## src/rtl/fwd_pkg.sv

```systemverilog
// rtl/fwd_pkg.sv - shared types and readiness rule for the forwarding scoreboard
package fwd_pkg;

  localparam int REG_W = 5;

  typedef struct packed {
    logic             valid;
    logic [REG_W-1:0] rd;
    logic             is_load;
  } entry_t;

  // A producer's result can be forwarded once it sits at or beyond its ready index.
  function automatic logic ready(input logic is_load, input int k,
                                 input int load_ready, input int alu_ready);
    return is_load ? (k >= load_ready) : (k >= alu_ready);
  endfunction

endpackage

```

## src/rtl/fwd_port_sel.sv

```systemverilog
// rtl/fwd_port_sel.sv - per-port youngest-match forwarding select
module fwd_port_sel
  import fwd_pkg::*;
#(
  parameter int XLEN       = 32,
  parameter int DEPTH      = 3,
  parameter int LOAD_READY = 2,
  parameter int ALU_READY  = 0
) (
  input  logic [REG_W-1:0]       rs,
  input  logic [XLEN-1:0]        rf,
  input  logic [DEPTH-1:0]       ent_valid,
  input  logic [REG_W*DEPTH-1:0] ent_rd,
  input  logic [DEPTH-1:0]       ent_is_load,
  input  logic [XLEN*DEPTH-1:0]  stage_data,
  output logic [XLEN-1:0]        data,
  output logic                   fwd,
  output logic                   hazard
);

  // Walk oldest to youngest so the youngest match decides, ready or not.
  always_comb begin
    data   = rf;
    fwd    = 1'b0;
    hazard = 1'b0;
    for (int k = DEPTH - 1; k >= 0; k--) begin
      if (ent_valid[k] && (ent_rd[k*REG_W +: REG_W] == rs) && (rs != '0)) begin
        if (ready(ent_is_load[k], k, LOAD_READY, ALU_READY)) begin
          data   = stage_data[k*XLEN +: XLEN];
          fwd    = 1'b1;
          hazard = 1'b0;
        end else begin
          data   = rf;
          fwd    = 1'b0;
          hazard = 1'b1;
        end
      end
    end
  end

endmodule

```

## src/rtl/fwd_scoreboard.sv

```systemverilog
// rtl/fwd_scoreboard.sv - in-flight producer scoreboard, operand forwarding and load-use stall
module fwd_scoreboard
  import fwd_pkg::*;
#(
  parameter int XLEN       = 32,
  parameter int DEPTH      = 3,
  parameter int NUM_PORTS  = 2,
  parameter int LOAD_READY = 2,
  parameter int ALU_READY  = 0,
  parameter int CNT_W      = 32
) (
  input  logic                       clk,
  input  logic                       rst_n,
  input  logic                       hold,
  input  logic                       flush,
  input  logic                       iss_valid,
  input  logic [REG_W-1:0]           iss_rd,
  input  logic                       iss_is_load,
  input  logic [REG_W*NUM_PORTS-1:0] rs_addr,
  input  logic [XLEN*NUM_PORTS-1:0]  rf_data,
  input  logic [XLEN*DEPTH-1:0]      stage_data,
  output logic [XLEN*NUM_PORTS-1:0]  op_data,
  output logic [NUM_PORTS-1:0]       op_fwd,
  output logic                       stall,
  output logic [CNT_W-1:0]           stall_count
);

  entry_t                 sb [DEPTH];
  logic [DEPTH-1:0]       ent_valid;
  logic [DEPTH-1:0]       ent_is_load;
  logic [REG_W*DEPTH-1:0] ent_rd;
  logic [NUM_PORTS-1:0]   port_hazard;
  logic                   bubble;

  always_comb begin
    ent_valid   = '0;
    ent_is_load = '0;
    ent_rd      = '0;
    for (int k = 0; k < DEPTH; k++) begin
      ent_valid[k]               = sb[k].valid;
      ent_is_load[k]             = sb[k].is_load;
      ent_rd[k*REG_W +: REG_W]   = sb[k].rd;
    end
  end

  for (genvar p = 0; p < NUM_PORTS; p++) begin : g_port
    fwd_port_sel #(
      .XLEN      (XLEN),
      .DEPTH     (DEPTH),
      .LOAD_READY(LOAD_READY),
      .ALU_READY (ALU_READY)
    ) u_sel (
      .rs         (rs_addr[p*REG_W +: REG_W]),
      .rf         (rf_data[p*XLEN +: XLEN]),
      .ent_valid  (ent_valid),
      .ent_rd     (ent_rd),
      .ent_is_load(ent_is_load),
      .stage_data (stage_data),
      .data       (op_data[p*XLEN +: XLEN]),
      .fwd        (op_fwd[p]),
      .hazard     (port_hazard[p])
    );
  end

  assign stall  = rst_n & (|port_hazard);
  // x0 writes are never tracked, and a stalled or flushed decode slot becomes a bubble.
  assign bubble = stall | flush | ~iss_valid | (iss_rd == '0);

  always_ff @(posedge clk) begin
    if (!rst_n) begin
      for (int k = 0; k < DEPTH; k++) sb[k] <= '0;
      stall_count <= '0;
    end else begin
      if (!hold) begin
        sb[0] <= '{valid: ~bubble, rd: iss_rd, is_load: iss_is_load};
        for (int k = 1; k < DEPTH; k++) sb[k] <= sb[k-1];
      end
      if (stall && (stall_count != {CNT_W{1'b1}})) stall_count <= stall_count + CNT_W'(1);
    end
  end

endmodule

```

## config.mk

```make
export PLATFORM = sky130hd
export DESIGN_NAME = fwd_scoreboard
export DESIGN_NICKNAME = d
export VERILOG_FILES = /design/src/rtl/fwd_pkg.sv /design/src/rtl/fwd_port_sel.sv /design/src/rtl/fwd_scoreboard.sv
export SDC_FILE = /design/constraint.sdc
export NUM_CORES = 1
export LEC_CHECK = 0
export BUFFER_PORTS_ARGS = -buffer_cell sky130_fd_sc_hd__buf_4
export CORE_AREA = 2 2 121 123
export DETAILED_ROUTE_END_ITERATION = 8
export DIE_AREA = 0 0 123 125
export PLACE_DENSITY = 0.67
export SYNTH_ARGS = -nofsm -noshare
export SYNTH_HDL_FRONTEND = slang
export SYNTH_SLANG_ARGS = --single-unit
export TNS_END_PERCENT = 5
```

## constraint.sdc

```tcl
create_clock -name clk -period 4.31 [get_ports clk]
set_input_delay 0.2155 -clock clk [delete_from_list [all_inputs] [get_ports clk]]
set_output_delay 0.2155 -clock clk [all_outputs]
set_load 0.05 [all_outputs]
```

* Word level (Yosys, flattened, before mapping)
Memory sizes are Yosys's and may differ from the RTL's. Cells that the tools add are included. W data, S select, Z words.
Word-level totals: bits in registers 32, memory bits (writable) 21, input bits 181, output and inout port bits 99, word-level logic and storage cells 67, memories kept 1
Operators by class: $add $sub $neg 1, equality and inequality tests 7, mux-type cells 31, bitwise gates (word level) 9, reductions and logical operators 17
Memories:
- sb | words 3, width 7, rd ports 3, clocked after memory_dff 0, write ports 3, RTL line fwd_scoreboard.sv:28 | entry_t sb [DEPTH];
Operators with widths (count):
- $mux W32 | 10
- $add A32 B1 Y32 const B | 1
- $ne A32 B32 Y1 const B | 1
- $eq A5 B5 Y1 | 6
- $mux W7 | 3
- $mux W1 | 18
- $logic_and A1 B1 Y1 | 13
- $reduce_bool A5 Y1 | 2
- $or A1 B1 Y1 | 6
- $logic_not A5 Y1 | 1
- $not A1 Y1 | 2
- $reduce_or A2 Y1 | 1
- $and A1 B1 Y1 | 1

* Depth between registers and ports, before layout
depth after elaboration 12, depth in mapped cells 10, mapped depth without buffers 9

* Cells and area by module
A second synthesis with hierarchy kept.
Unflattened totals: cell total of the unflattened synthesis 792, area, all modules 5928.2 sq um
By module, submodules not included:
- fwd_port_sel | times used 2, cells an instance 268, area each 1726.7 sq um, sequential area each 0.0 sq um
- fwd_scoreboard | times used 1, cells an instance 256, area each 2474.9 sq um, sequential area each 1271.2 sq um

* Least setup slack after synthesis
OpenSTA, ideal clock, no wires.
kind input to output, start point input rs_addr[6], end point output op_data[35], arrival time 2.424 ns, data required time 4.095 ns, setup slack 1.670 ns, cell stages on the path 9, path buffers 2, path through or4_4 -> nor2_4 -> nor4_1 -> or4_1 -> buf_6 -> nand2_4 -> buf_6 -> o211ai_2 -> o21ai_1
Between the ends: word-level cells in the longest chain between the ends 6, elaborated cells on any way between the ends 13, classes of those cells eq/ne: 3; mux: 3; reduce/logical: 7
Ends and longest elaborated chain:
- start: declaration | RTL line fwd_scoreboard.sv:19 | input logic [REG_W*NUM_PORTS-1:0] rs_addr,
- $eq A5 B5 Y1 | RTL line fwd_port_sel.sv:27 | if (ent_valid[k] && (ent_rd[k*REG_W +: REG_W] == rs) && (rs != '0)) begin
- $logic_and A1 B1 Y1 (2 in a row) | RTL line fwd_port_sel.sv:27
- $mux W32 (2 in a row) | RTL line fwd_port_sel.sv:27
- $mux W32 * | RTL line fwd_port_sel.sv:27
- end: declaration | RTL line fwd_scoreboard.sv:22 | output logic [XLEN*NUM_PORTS-1:0] op_data,
Every way passes the cells marked *; elsewhere a longest branch is shown, timed or not.

==> results.md <==
- Post-Layout Inst Area: 0.007615 sq mm
- Final HPWL DP: 15330 um
- Post-Synthesis Cells: 638
- Root Buffer: clkbuf_16
- Final Max Tran Viols: 0
- Met2 usage: 41.76%
- RSZ-0062 raised after global routing: false
- DR WL/cell: 18.99 um
- Setup TNS: 0 ns
- CP startpoint kind: register
- Synth unique cells: 44
- Crit. End Element: output pin
- Worst rel slew slack: 32.61%
- Ant diodes: 0
- Status: complete, no violations
- Hold Buf Count CTS: 0
- Met3 Usage GRT: 3.741%
- Post-route ant nets: 0
- Initial Utilization: 37.97%
- Fin crit share: 80.49%
- HP Class: in -> reg
- Cts bufs inserted: 5
- Worst-Margin Slew: 1.011 ns
- M1 GR Usage: 32.14%
- Pin count of the biggest net entering global routing: 100
- Die Width: 123 um
- Finished Layout Cells: 1061
- Mapped cell area: 0.005393 sq mm
- Final Critical Period: 3.469 ns
- Die Y: 125 um
- Clock latency on the worst-skew pair: 0.30 ns
- Number of max-cap violations: 0
- Register area share after synthesis: 23.02%
- Initial antenna violation count: 0
- Worst hold start: iss_rd[1]
- Setup Crit Path Kind: reg -> out
- Row cnt: 44
- Port Buffers: 279
- Post-layout util: 53.61%
- #FFs+latches synth: 52
- Routability Congestion: 0.8565
- CP Data Required Time: 4.09 ns
- Htree depth: 2
- Pre-CTS setup slack: 1.168 ns
- P&R area growth vs syn: 41.21%
- Clock Skew: 0.008045 ns
- Vias: 5861
- Placed Area: 0.007465 sq mm
- Drt drc: 0
- EDFF count, synth: 20
- Worst-path maximum fanout: 33
- Ports: 280
- Vias per cell: 5.524
- Core area: 0.01420 sq mm
- Footprint of the multi-input gates: 0.003794 sq mm
- CTS tree: yes
- WP data arrival: 3.25 ns
- Register area: 0.001241 sq mm
- Setup ws final: 0.8407 ns
- Final setup fails: 0
- Pre-antenna DRT Iters: 5
- Leak pwr: 3.012 nW
- Max frequency: 0.2882 GHz
- Share of cells above drive strength 1: 43.79%
- Yosys warnings: 0
- Most used DFF post-synth: dfxtp_1
- 1st-iter DRT viols: 398
- CTS Buffer Depth: 2
- Die area: 0.01538 sq mm
- GRT Overall Usage: 24.49%
- Clk slew on worst S/H paths: 0.08 ns
- First-pass GRT wire length: 30190 um
- FFs w/ async S/R, synth: 0%
- Final Hold Viols: 0
- Worst R2R Start: stall_count[0]
- VDD IR max: 0.1479 mV
- Vias in the first global route: 5466
- # clock sinks: 52
- Syn Area/Cell: 8.452 sq um
- Inst Count DP: 1053
- P per Cell Area: 206.7 mW/mm^2
- Crit. Startpoint: sb[0][10]
- Post-CTS sizing: 0
- Synthesized Nets: 820
- GR peak layer: met2
- # fillers: 1382
- Layout Nets: 1058
- DRT Wirelength: 20150 um
- Worst hold slack: 0.2033 ns
- Total power: 1.574 mW
- Total global routing overflow: 0
- Setup Fix Bufs, Post-CTS: 0
## state kept, by name, indices dropped and copies added, names as in the netlist
| name | count |
|---|---|
| stall_count | 32 |
| sb | 20 |
## worst max-delay path, cell delays in order, from the launching register on
cell and delay, ns:
edfxtp_1 0.43, xnor2_1 0.17, nand4_1 0.12, nor4_1 0.39
nand2b_1 0.59, nand2_4 0.72, o211ai_2 0.12, o21ai_1 0.17
buf_4 0.24
## routing by layer
| metal | vias up | share of wire [%] |
|---|---|---|
| met5 | - | 0 |
| met4 | 0 | 2.1 |
| met3 | 26 | 6.9 |
| met1 | 2723 | 42 |
| met2 | 227 | 49 |
| li1 | 2885 | - |
## report_power, final
part | internal (mW) | switching, mW | leakage (nW)
Combinational | 0.265 | 0.355 | 2.46
Sequential | 0.525 | 0.0133 | 0.477
Clock | 0.220 | 0.195 | 0.0708
## synth_stat cells, drive strengths merged, types with 5 or more instances
cell,n,area [sq um]
clkbuf,37,138.9
nor4,13,152.7
buf,23,206.4
o211ai,64,780.8
edfxtp,20,600.6
nand3,11,55.05
nor3,10,60.06
nand2b,5,31.28
and3,6,37.54
and2,20,125.1
o22a,64,560.5
or4,5,45.04
nand4,12,75.07
nor2b,33,206.5
a21oi,69,345.3
dfxtp,32,640.6
o21ai,66,330.3
nand2,26,112.6
xnor2,50,437.9
nor2,40,165.2
## layout by cell type (no fill, tap or decap), types with 5 or more instances in the layout
| cell type | netlist | layout |
|---|---|---|
| buf_4 | 3 | 291 |
| edfxtp_1 | 20 | 20 |
| nand2_1 | 24 | 24 |
| nor2_1 | 38 | 38 |
| xnor2_1 | 50 | 50 |
| o21ai_1 | 66 | 66 |
| nand3_1 | 11 | 11 |
| a21oi_1 | 69 | 69 |
| nand2b_1 | 5 | 5 |
| dfxtp_1 | 32 | 32 |
| clkbuf_16 | 0 | 5 |
| and3_1 | 6 | 6 |
| nand4_1 | 12 | 12 |
| and2_1 | 20 | 20 |
| nor3_1 | 8 | 8 |
| o211ai_2 | 60 | 60 |
| o22a_1 | 64 | 64 |
| nor2b_1 | 33 | 33 |
| nor4_2 | 9 | 9 |
## final cells by class
cell class,count,share of cell area [%]
timing repair buffer,291,28.69
clock inverter,3,0.3286
multi-input combinational,522,49.82
tap,184,3.023
clock buffer,5,1.643
sequential,52,16.30
inverter,4,0.1972
## logic make-up after synthesis
family / synth area share, %
DFF: 23.02
AOI/OAI and AO/OA: 38.28
xor gates and xnor gates: 8.770
adders and majority gates: 0.2320
buffers and inverters: 6.682
muxes: 0.7425
and+or+nand+nor: 22.27
## final timing paths
check,to,cells after the start,slack (ns)
max,op_data[38],8,0.84
min,sb[0][2],2,0.20
max reg2reg,stall_count[27],10,1.32
min reg2reg,stall_count[30],2,0.51
Power figures use the tool's default switching activity.
